File: src/rtl/tdc_ctrl_pkg.sv
// Shared definitions for the TDC histogram sequencer.
//  - state_e : sequencer FSM states
//  - GPIO bit positions for the control (start/abort) and status (busy/done) words
//  - WE_ALL  : full-word BRAM byte-write enable
//  - sat_inc : saturating 32-bit increment used for histogram bins
package tdc_ctrl_pkg;

  typedef enum logic [3:0] {
    IDLE  = 4'd0,
    MCLR  = 4'd1,
    DLCLR = 4'd2,
    FIRE  = 4'd3,
    WAITE = 4'd4,
    RD    = 4'd5,
    WAITR = 4'd6,
    WR    = 4'd7,
    DONE  = 4'd8
  } state_e;

  localparam int START_B = 0;
  localparam int ABORT_B = 1;
  localparam int BUSY_B  = 0;
  localparam int DONE_B  = 1;

  localparam logic [3:0] WE_ALL = 4'hF;

  // A full bin stays full rather than wrapping to zero.
  function automatic logic [31:0] sat_inc(input logic [31:0] v);
    return (v == 32'hFFFF_FFFF) ? v : v + 32'd1;
  endfunction

endpackage

File: src/rtl/gpio_sync_edge.sv
// Two-flop synchroniser for one asynchronous GPIO bit, plus rising-edge detect.
// Ports:
//  clk, rst_n : clock, synchronous active-low reset
//  din        : asynchronous input bit
//  level      : synchronised level
//  rise       : one-cycle pulse on a synchronised 0->1 transition
module gpio_sync_edge (
  input  logic clk,
  input  logic rst_n,
  input  logic din,
  output logic level,
  output logic rise
);

  logic meta_q;
  logic sync_q;
  logic prev_q;

  always_ff @(posedge clk) begin
    if (!rst_n) begin
      meta_q <= 1'b0;
      sync_q <= 1'b0;
      prev_q <= 1'b0;
    end else begin
      meta_q <= din;
      sync_q <= meta_q;
      prev_q <= sync_q;
    end
  end

  assign level = sync_q;
  assign rise  = sync_q & ~prev_q;

endmodule

File: src/rtl/tdc_hist_sequencer.sv
// TDC measurement sequencer. A GPIO start zeroes the 2**BIN_W-bin histogram in BRAM, then
// NSAMPLES times: pulse clear_o, pulse hit_o, wait for the encoder code, and read-modify-write
// bin[code] += 1 (saturating) through BRAM port B. busy/done are reported over GPIO.
// Ports:
//  clk, rst_n  : clock, synchronous active-low reset
//  ones        : encoder code, valid ENC_LAT cycles after hit_o
//  hit_o       : one-cycle hit pulse to the delay line
//  clear_o     : one-cycle clear pulse to the delay line
//  gpio2_io_o  : [0] start (rising edge), [1] abort (level); asynchronous
//  gpio_io_i   : [0] busy, [1] done
//  finish      : one-cycle pulse when a run completes
//  clkb, rstb, enb, web, addrb, datab, rd_data : BRAM port B
//  dbg_state   : current FSM state (tdc_ctrl_pkg::state_e encoding)
// Handshake: there is no backpressure. BRAM accepts one access per cycle when enb=1
// (web=WE_ALL write, web=0 read); read data is taken exactly RD_LAT cycles after the read.
// ENC_LAT and RD_LAT are assumed to be at least 1.
module tdc_hist_sequencer
  import tdc_ctrl_pkg::*;
#(
  parameter int BIN_W    = 8,
  parameter int NSAMPLES = 65536,
  parameter int ENC_LAT  = 3,
  parameter int RD_LAT   = 1,
  parameter int CNT_W    = 32
) (
  input  logic             clk,
  input  logic             rst_n,
  input  logic [BIN_W-1:0] ones,
  output logic             hit_o,
  output logic             clear_o,
  input  logic [1:0]       gpio2_io_o,
  output logic [1:0]       gpio_io_i,
  output logic             finish,
  output logic             clkb,
  output logic             rstb,
  output logic             enb,
  output logic [3:0]       web,
  output logic [14:0]      addrb,
  output logic [31:0]      datab,
  input  logic [31:0]      rd_data,
  output logic [3:0]       dbg_state
);

  localparam int  WAIT_W     = 8;
  localparam bit  NO_SAMPLES = (NSAMPLES == 0);

  state_e             state_q, state_d;
  logic [BIN_W-1:0]   bin_q;
  logic [BIN_W-1:0]   code_q;
  logic [CNT_W-1:0]   sample_q;
  logic [WAIT_W-1:0]  wait_q;
  logic [31:0]        rd_q;

  logic start_rise;
  logic abort_s;
  logic start_lvl_unused;
  logic abort_rise_unused;

  gpio_sync_edge u_sync_start (
    .clk   (clk),
    .rst_n (rst_n),
    .din   (gpio2_io_o[START_B]),
    .level (start_lvl_unused),
    .rise  (start_rise)
  );

  gpio_sync_edge u_sync_abort (
    .clk   (clk),
    .rst_n (rst_n),
    .din   (gpio2_io_o[ABORT_B]),
    .level (abort_s),
    .rise  (abort_rise_unused)
  );

  // Next-state logic. Abort wins over everything outside IDLE, and also blocks a start
  // seen in IDLE during the same cycle.
  always_comb begin
    state_d = state_q;
    if (state_q != IDLE && abort_s) begin
      state_d = IDLE;
    end else begin
      case (state_q)
        IDLE:  if (start_rise && !abort_s) state_d = MCLR;
        MCLR:  if (bin_q == '1) state_d = NO_SAMPLES ? DONE : DLCLR;
        DLCLR: state_d = FIRE;
        FIRE:  state_d = WAITE;
        WAITE: if (wait_q == WAIT_W'(ENC_LAT - 1)) state_d = RD;
        RD:    state_d = WAITR;
        WAITR: if (wait_q == WAIT_W'(RD_LAT - 1)) state_d = WR;
        WR:    state_d = (sample_q + CNT_W'(1) == CNT_W'(NSAMPLES)) ? DONE : DLCLR;
        DONE:  if (start_rise) state_d = MCLR;
        default: state_d = IDLE;
      endcase
    end
  end

  always_ff @(posedge clk) begin
    if (!rst_n) begin
      state_q  <= IDLE;
      bin_q    <= '0;
      code_q   <= '0;
      sample_q <= '0;
      wait_q   <= '0;
      rd_q     <= '0;
      finish   <= 1'b0;
    end else begin
      state_q <= state_d;
      finish  <= (state_d == DONE) && (state_q != DONE);
      case (state_q)
        IDLE, DONE: begin
          if (state_d == MCLR) begin
            bin_q    <= '0;
            sample_q <= '0;
          end
        end
        MCLR:  bin_q  <= bin_q + 1'b1;
        FIRE:  wait_q <= '0;
        WAITE: begin
          wait_q <= wait_q + 1'b1;
          // The encoder code is valid only in the last wait cycle.
          if (state_d == RD) code_q <= ones;
        end
        RD:    wait_q <= '0;
        WAITR: begin
          wait_q <= wait_q + 1'b1;
          // Capture read data so WR does not depend on BRAM holding its output.
          if (state_d == WR) rd_q <= rd_data;
        end
        WR:    sample_q <= sample_q + 1'b1;
        default: ;
      endcase
    end
  end

  // Moore outputs. They are forced low while rst_n is asserted so that no BRAM write or
  // delay-line pulse escapes in the reset cycle itself.
  always_comb begin
    hit_o   = 1'b0;
    clear_o = 1'b0;
    enb     = 1'b0;
    web     = 4'h0;
    addrb   = '0;
    datab   = '0;
    if (rst_n) begin
      case (state_q)
        MCLR: begin
          enb   = 1'b1;
          web   = WE_ALL;
          addrb = 15'({bin_q, 2'b00});
        end
        DLCLR: clear_o = 1'b1;
        FIRE:  hit_o   = 1'b1;
        RD: begin
          enb   = 1'b1;
          addrb = 15'({code_q, 2'b00});
        end
        WR: begin
          enb   = 1'b1;
          web   = WE_ALL;
          addrb = 15'({code_q, 2'b00});
          datab = sat_inc(rd_q);
        end
        default: ;
      endcase
    end
  end

  assign gpio_io_i[BUSY_B] = (state_q != IDLE) && (state_q != DONE);
  assign gpio_io_i[DONE_B] = (state_q == DONE);
  assign clkb      = clk;
  assign rstb      = 1'b0;
  assign dbg_state = state_q;

endmodule

File: config.mk
export PLATFORM = sky130hd
export DESIGN_NAME = tdc_hist_sequencer
export DESIGN_NICKNAME = d
export VERILOG_FILES = /design/src/rtl/tdc_ctrl_pkg.sv /design/src/rtl/gpio_sync_edge.sv /design/src/rtl/tdc_hist_sequencer.sv
export SDC_FILE = /design/constraint.sdc
export NUM_CORES = 1
export LEC_CHECK = 0
export BUFFER_PORTS_ARGS = -buffer_cell sky130_fd_sc_hd__buf_2
export CORE_MARGIN = 2
export CORE_UTILIZATION = 50
export DETAILED_ROUTE_END_ITERATION = 16
export GPL_TIMING_DRIVEN = 0
export PLACE_DENSITY_LB_ADDON = 0.25
export SYNTH_ARGS = -nofsm -noshare
export SYNTH_HDL_FRONTEND = slang
export SYNTH_SLANG_ARGS = --single-unit
File: constraint.sdc
create_clock -name clk -period 4.6 [get_ports clk]
set_input_delay 0.92 -clock clk [delete_from_list [all_inputs] [get_ports clk]]
set_output_delay 0.92 -clock clk [all_outputs]
set_load 0.01 [all_outputs]
==> results of run 1 <==
-- kinds of logic after synthesis --
| kind of cell | synth area share, % |
|---|---|
| compound gates | 14.7 |
| mux | 7.47 |
| buf+inv | 6.89 |
| simple gates | 29.9 |
| xor+xnor | 6.83 |
| flops | 32.5 |
| fa+ha+maj | 1.64 |
| other cells | 0.0622 |
-- metrics by stage --
| step | instance area [µm²] | power, mW |
|---|---|---|
| 3_5_place_dp | 6730 | 0.976 |
| 3_3_place_gp | 6730 | 0.974 |
| 5_1_grt | 7090 | 1.89 |
| 4_1_cts | 7090 | 1.86 |
| 6_report | 7090 | 1.84 |
| 2_1_floorplan | 6060 | 0.933 |
-- layer usage --
layer,GRT usage (%),up-vias,wire (µm)
met3,7.23,25,936
met5,0,-,11
met4,10.2,2,276
li1,-,2898,-
met2,43.7,182,7930
met1,31.9,2761,7110
-- registers in the layout, indices dropped and copies added, names as in the netlist --
name and count:
dbg_state 4, u_sync_abort.meta_q 1, code_q 8, sample_q 32
bin_q 8, rd_q 32, finish 1, u_sync_start.level 1
u_sync_start.meta_q 1, wait_q 8, u_sync_abort.level 1, u_sync_start.prev_q 1
-- area by class of cell --
cell class              count  area [µm²]
multi-input cells         592        3680
repair buffers             97         485
inverters                  13        62.6
fillers                  1075        4820
clock buffers              15         313
well taps                 147         184
plain buffers              55         353
flip-flops and latches     98        1960
clock inverters             4        51.3
-- worst max-delay path: stages (launching register included) --
cell and delay (ns):
dfxtp_1 0.38, clkbuf_1 0.31, nand2b_1 0.26, nor2_1 0.16, nand2_1 0.30, clkbuf_1 0.58
clkbuf_1 0.39, nand2_1 0.17, buf_4 0.16, buf_2 0.13
-- cells in the final DEF, fill, tap and decap left out, types with 23 or more instances in the layout --
cell type	synthesis	routed
dfxtp_1	98	98
nand3_1	27	27
mux2i_1	45	45
xnor2_1	23	23
buf_2	8	106
nor2_1	120	120
xor2_1	24	24
clkbuf_1	23	25
nand2_1	63	63
a21oi_1	23	23
-- power by group through the flow --
stage | Clock, mW | Sequential [mW] | Combinational (mW)
5_1_grt | 0.955 | 0.853 | 0.0865
3_5_place_dp | 0.0248 | 0.873 | 0.0787
6_report | 0.908 | 0.853 | 0.0796
2_1_floorplan | 0.0179 | 0.872 | 0.0427
3_3_place_gp | 0.0248 | 0.873 | 0.0769
4_1_cts | 0.925 | 0.853 | 0.0790
-- worst max-delay path by stage --
stage               slack [ns]      to
detailed placement        0.86  web[3]
global route              0.14  web[3]
global placement          0.87  web[3]
CTS                       0.34  web[3]
floorplan                 1.26    clkb
finish                    0.38  web[3]
==> results_dict.tcl, run 1 <==
set metrics [dict create \
    regToRegStartpoint "sample_q[0]" \
    yosys.area.top_type "dfxtp_1" \
    path_class "register to output pin" \
    final_core_utilization_pct 59.5 \
    grt_first_pass_wirelength_mm 27.2 \
    cp-start-kind "register" \
    warning_count_from_the_yosys_run 0 \
    final-setup-viol-count 0 \
    hp-class "register to register" \
    first_global_vias 5638 \
    r2r_slack_ns 1.64 \
    peak_supply_drop_mv 0.249 \
    initial_utilization_pct 50.6 \
    finalNonFillerCells 1021 \
    pre_cts_ws_ns 0.863 \
    synth_seq_area_share_pct 32.5 \
    whs_ns 0.433 \
    synth.most_common_cell "nor2_1" \
    fmax_ghz 0.237 \
    worst_ep_arrival_time_ns 3.30 \
    report.final.slew_viol_count 0 \
    die_width_um 114 \
    dr_total_vias 5868 \
    drv_cap 0 \
    power.density_cell_area_nw_per_um2 260 \
    ctsResizeCount 0 \
    grt_setup_unrepaired "false" \
    globalRouteOverflowTotal 0 \
    cell_leakage_power_nw 2.82 \
    part_of_the_power_in_registers_pct 46.4 \
    coreArea_um2 11900 \
    setup_total_negative_slack_ns 0 \
    timing.max_slew.rel_slack_pct 38.7 \
    syn-cell-area_um2 6030 \
    number_of_cell_instances_on_the_worst_register_to_register_path 10 \
    fin_skew_ns 0.00776 \
    share_comb_of_total_power_pct 4.3 \
    holdCritStartpoint "u_sync_start.meta_q" \
    p_sw_share_pct 22.3 \
    worstPathMaxFanout 10 \
    synthTopCellsByArea "dfxtp_1 33%, mux2i_1 7.5%, nor2_1 7.5%, nand2_1 3.9%, xor2_1 3.5%" \
    synth_seq_cells 98 \
    synth_top_area_share_pct 32.5 \
    min_delay_path_depth 1 \
    worst_setup_path_end_kind "output pin" \
    layout-drive-gt1-share_pct 19.6 \
    grt.total_usage_pct 26.1 \
    ys.flop_type "dfxtp_1" \
    ios 107 \
    syn_avg_cell_area_um2 8.03 \
    gpl.final_weighted_congestion 0.929 \
    critical_path.reg2reg.endpoint "dbg_state[3]" \
    cellInternalPower_mw 1.43 \
    switching_power_mw 0.410 \
    synthArstFlopShare_pct 0 \
    cells_after_synthesis 751 \
    drt-pass1-iter-count 5 \
    cts.hold.buffers_added 0 \
    hold_viol 0 \
    dp_hpwl_mm 12.0 \
    route.detailed.drc 0 \
    cts_setup_buffers 0 \
    fp.dieH_um 114 \
    outcome "complete, no violations" \
    nets 921 \
    grt_max_degree 16 \
    cts.reportedPaths.clkPinSlew_ns 0.06 \
    place.port_buffers 98 \
    via_per_inst 5.75 \
    period_minus_slack_ns 4.22 \
    grt_antenna_before_repair 1 \
    final_min_period_over_clock_period_pct 91.8 \
    placed_cells 1003 \
    clock_power_share_pct 49.3 \
    placementRows 40 \
    cp.required_ns 3.68 \
    final_antenna_net_count 0 \
    tritoncts "built" \
    yosysUniqueCellTypes 72 \
    min_to "u_sync_start.level" \
    detail_route.wirelength_mm 16.3 \
    worst_margin_pin_slew_ns 0.917 \
    floorplan.die_area_um2 13000 \
    layout-area-overhead-vs-synth_pct 17.6 \
    post_synth_most_frequent_cells "120 x nor2_1, 98 x dfxtp_1, 63 x nand2_1" \
    drt_first_iter_violations 389 \
    layout_setup_ws_ns 0.378 \
    drt-wirelength-per-cell_um 15.9 \
    antenna_cells_inserted 0 \
    worst_setup_path_startpoint "dbg_state[3]" \
    number_of_synthesized_flops_with_an_enable_pin 0 \
    clock_latency_ns 0.46 \
]
(Power assumes the default switching activity.)
==> inputs of run 2 (changes only) <==
--- a/config.mk
+++ b/config.mk
@@ -7,7 +7,7 @@
 export LEC_CHECK = 0
 export BUFFER_PORTS_ARGS = -buffer_cell sky130_fd_sc_hd__buf_2
 export CORE_MARGIN = 2
-export CORE_UTILIZATION = 50
+export CORE_UTILIZATION = 45
 export DETAILED_ROUTE_END_ITERATION = 16
 export GPL_TIMING_DRIVEN = 0
 export PLACE_DENSITY_LB_ADDON = 0.25
==> results_dict.tcl, run 2 (same netlist as run 1, synthesis figures left out) <==
set metrics [dict create \
    worst_margin_pin_slew_ns 0.891 \
    cp_slowest_cell "clkbuf_1" \
    cts.hold.buffers_added 0 \
    clock_power_share_pct 51.9 \
    crit_path_cell_trace "clkbuf_1, nand2b_1, nor2_1, nand2_1, clkbuf_1, clkbuf_1, nand2_1, buf_4, buf_2" \
    fp.dieH_um 120 \
    fmax_ghz 0.234 \
    worst_path_most_repeated_cell "clkbuf_1" \
    final_layout_fill_cell_count 1281 \
    fin_skew_ns 0.00517 \
    final-setup-viol-count 0 \
    die_width_um 120 \
    cell_leakage_power_nw 2.85 \
    whs_ns 0.438 \
    grt_max_degree 19 \
    power.density_cell_area_nw_per_um2 270 \
    cp-start-kind "register" \
    grt.total_usage_pct 22.2 \
    layout-area-overhead-vs-synth_pct 19.0 \
    dp_hpwl_mm 11.4 \
    crit_path_max_incr_delay_ns 0.59 \
    cp.required_ns 3.68 \
    p_sw_share_pct 22.6 \
    via_per_inst 5.43 \
    floorplan.die_area_um2 14300 \
    peak_supply_drop_mv 0.241 \
    period_minus_slack_ns 4.28 \
    layout.cells.most_common "nor2_1" \
    setup_total_negative_slack_ns 0 \
    coreArea_um2 13200 \
    dr_total_vias 5714 \
    grt_first_pass_wirelength_mm 25.5 \
    total_power_mw 1.94 \
    reg.largest.list "rd_q x32, sample_q x32" \
    most-common-layout-cells "120 x nor2_1, 106 x buf_2, 98 x dfxtp_1" \
    hold_viol 0 \
    place.port_buffers 98 \
    route.detailed.drc 0 \
    detail_route.wirelength_mm 15.5 \
    grt_antenna_before_repair 2 \
    cts.reportedPaths.clkPinSlew_ns 0.07 \
    ios 107 \
    layout-drive-gt1-share_pct 19.9 \
    clock_latency_ns 0.47 \
    outcome "complete, no violations" \
    placementRows 42 \
    nets 921 \
    worstPathMaxFanout 10 \
    worst_setup_path_end_kind "output pin" \
    final_antenna_net_count 0 \
    multi_input_area_um2 3680 \
    ctsResizeCount 0 \
    globalRouteOverflowTotal 0 \
    report.final.slew_viol_count 0 \
    register_area_um2 1960 \
    grt_setup_unrepaired "false" \
    initial_utilization_pct 45.7 \
    tritoncts "built" \
    gpl.final_weighted_congestion 0.913 \
    switching_power_mw 0.438 \
    part_of_the_power_in_registers_pct 44.0 \
    drt-wirelength-per-cell_um 14.8 \
    worst_ep_arrival_time_ns 3.36 \
    drt_first_iter_violations 414 \
    drv_cap 0 \
    drt-pass1-iter-count 5 \
    hp-class "register to register" \
    cts_setup_buffers 0 \
    timing.max_slew.rel_slack_pct 39.6 \
    cellInternalPower_mw 1.50 \
    first_global_vias 5163 \
    share_comb_of_total_power_pct 4.0 \
    path_class "register to output pin" \
    final_min_period_over_clock_period_pct 93.0 \
]
[run 2: cell types whose count changed in the layout (fill, tap and decap cells not counted), sizes merged]
cell,delta
clkbuf,-2
inv,+2
bufinv,+1
clkinv,+1
clkinvlp,-1
diode,+1
[run 2: per-stage QoR]
stage | std cells | utilization, % | setup slack [ns] | area, µm²
finish | 1052 | 54.4 | 0.323 | 7180
global route | 1051 | 54.4 | 0.114 | 7180
CTS | 1051 | 54.4 | 0.335 | 7180
detailed placement | 1032 | 51.3 | 0.854 | 6770
global placement | 1032 | 51.3 | 0.858 | 6770
floorplan | 758 | - | 1.26 | 6060
[run 2: path summary, 6_finish.rpt]
kind | start | cells past startpoint | end | slack (ns)
max | dbg_state[3] | 9 | web[2] | 0.32
min | u_sync_start.meta_q | 1 | u_sync_start.level | 0.44
max reg2reg | sample_q[0] | 10 | finish | 1.57
min reg2reg | u_sync_start.meta_q | 1 | u_sync_start.level | 0.44
[run 2: critical path, delay by kind of cell (launching register included)]
kind / cells / cell delay (ns)
simple gates: 4 / 0.84
buf+inv: 5 / 1.63
flops: 1 / 0.42
[run 2: layout make-up]
type | instances | area share, %
antenna | 1 | 0.0349
buffer | 55 | 4.91
clock buffer | 13 | 4.25
clock inverter | 7 | 1.52
inverter | 13 | 0.871
multi-input combinational | 592 | 51.3
sequential | 98 | 27.3
tap | 176 | 3.07
timing repair buffer | 97 | 6.76
[run 2: power groups by stage]
stage	combinational [mW]	sequential, mW	clock, mW
floorplan	0.0427	0.872	0.0179
finish	0.0784	0.853	1.01
detailed placement	0.0781	0.873	0.0248
global placement	0.0776	0.873	0.0248
CTS	0.0782	0.853	1.03
global route	0.0853	0.853	1.06
[run 2: metal layers]
layer  vias up  track usage, %  part of all wire, %
met1      2640            28.4                   46
met3        23            6.84                  5.6
met2       147            34.9                   46
met5         -               0                0.071
li1       2902               -                    -
met4         2            9.12                  2.1
==> inputs of run 3 (changes only) <==
--- a/config.mk
+++ b/config.mk
@@ -9,7 +9,6 @@
 export CORE_MARGIN = 2
 export CORE_UTILIZATION = 45
 export DETAILED_ROUTE_END_ITERATION = 16
-export GPL_TIMING_DRIVEN = 0
 export PLACE_DENSITY_LB_ADDON = 0.25
 export SYNTH_ARGS = -nofsm -noshare
 export SYNTH_HDL_FRONTEND = slang
==> results_dict.tcl, run 3 (same netlist as run 1, synthesis figures left out) <==
set metrics [dict create \
    post-route-cell-area_um2 6840 \
    initial_utilization_pct 45.7 \
    report.final.slew_viol_count 0 \
    dr_total_vias 5678 \
    outcome "complete, no violations" \
    most-common-layout-cells "120 x nor2_1, 98 x dfxtp_1, 98 x buf_2" \
    reg.largest.list "rd_q x32, sample_q x32" \
    nets 872 \
    coreArea_um2 13200 \
    cp.required_ns 3.68 \
    dp_hpwl_mm 11.0 \
    met3_length_um 986 \
    ios 107 \
    cts.reportedPaths.clkPinSlew_ns 0.07 \
    cp-start-kind "register" \
    final-setup-viol-count 0 \
    grt_antenna_before_repair 2 \
    detail_route.wirelength.met1_mm 6.72 \
    cts.hold.buffers_added 0 \
    period_minus_slack_ns 3.98 \
    tritoncts "built" \
    worst_ep_arrival_time_ns 3.06 \
    cts_setup_buffers 0 \
    final_layout_fill_cell_count 1277 \
    fp.dieH_um 120 \
    clock_latency_ns 0.47 \
    layout-area-overhead-vs-synth_pct 13.3 \
    worst_setup_path_end_kind "output pin" \
    detail_route.wirelength_mm 15.2 \
    peak_supply_drop_mv 0.208 \
    top_layer_used "met5" \
    drv_cap 0 \
    via_per_inst 5.66 \
    placementRows 42 \
    layout-drive-gt1-share_pct 17.9 \
    total_power_mw 1.80 \
    fin_skew_ns 0.00903 \
    ctsResizeCount 0 \
    grt_first_pass_wirelength_mm 25.4 \
    worstPathMaxFanout 6 \
    die_width_um 120 \
    route.detailed.drc 0 \
    grt.total_usage_pct 21.7 \
    worst_margin_pin_slew_ns 0.904 \
    floorplan.die_area_um2 14300 \
    first_global_vias 5419 \
    drt-pass1-iter-count 6 \
    grt_setup_unrepaired "false" \
    hp-class "register to register" \
    fmax_ghz 0.252 \
    grt_max_degree 52 \
    globalRouteOverflowTotal 0 \
    final_antenna_net_count 0 \
    hold_viol 0 \
    gpl.final_weighted_congestion 0.881 \
    drt-wirelength-per-cell_um 15.2 \
    power.density_cell_area_nw_per_um2 263 \
    cell_leakage_power_nw 2.65 \
    timing.max_slew.rel_slack_pct 39.6 \
    setup_total_negative_slack_ns 0 \
    layout.cells.most_common "nor2_1" \
    path_class "register to output pin" \
    place.port_buffers 98 \
    met2WireLength_mm 7.17 \
    drt_first_iter_violations 432 \
    postPlaceCellArea_um2 6470 \
    final_min_period_over_clock_period_pct 86.4 \
]
## run 3: through the flow
step           utilization [%]  setup WS, ns  hold WS, ns  std cells
2_1_floorplan                -          1.26        0.412        758
3_3_place_gp              49.0          1.22        0.415        983
3_5_place_dp              49.0          1.14        0.422        983
4_1_cts                   51.8         0.623        0.439       1002
5_1_grt                   51.8         0.358        0.460       1002
6_report                  51.8         0.624        0.438       1003
## run 3: cell type report
cell class	instances	area [µm²]	area share, %
repair buffers	103	531	7.76
inverters	13	62.6	0.915
multi-input cells	592	3690	54.0
clock buffers	15	333	4.87
well taps	176	220	3.22
clock inverters	5	36.3	0.531
diodes	1	2.50	0.0366
flip-flops and latches	98	1960	28.7
## run 3: worst max-delay path, stage by stage, from the launching register on
cell and delay (ns):
dfxtp_1 0.39, and4_1 0.25, nand3_1 0.19, or3_1 0.43
a2111oi_1 0.73, nand4_1 0.19, xor2_1 0.18, nor2_1 0.08
buf_2 0.14
## run 3: path summary, 6_finish.rpt
kind,from,to,slack (ns),depth (start not counted)
setup / recovery,rd_q[3],datab[31],0.62,8
hold / removal,u_sync_abort.meta_q,u_sync_abort.level,0.44,1
setup reg to reg,sample_q[0],finish,1.59,8
hold reg to reg,u_sync_abort.meta_q,u_sync_abort.level,0.44,1
## run 3: where the power goes
part	internal, mW	switching [mW]
sequential	0.851	0.00372
clock	0.515	0.363
combinational	0.0260	0.0419
## run 3: layer usage
metal	vias up	track usage, %
met2	178	35.1
met4	2	10.6
met3	27	6.23
met1	2668	26.6
li1	2803	-
met5	-	0
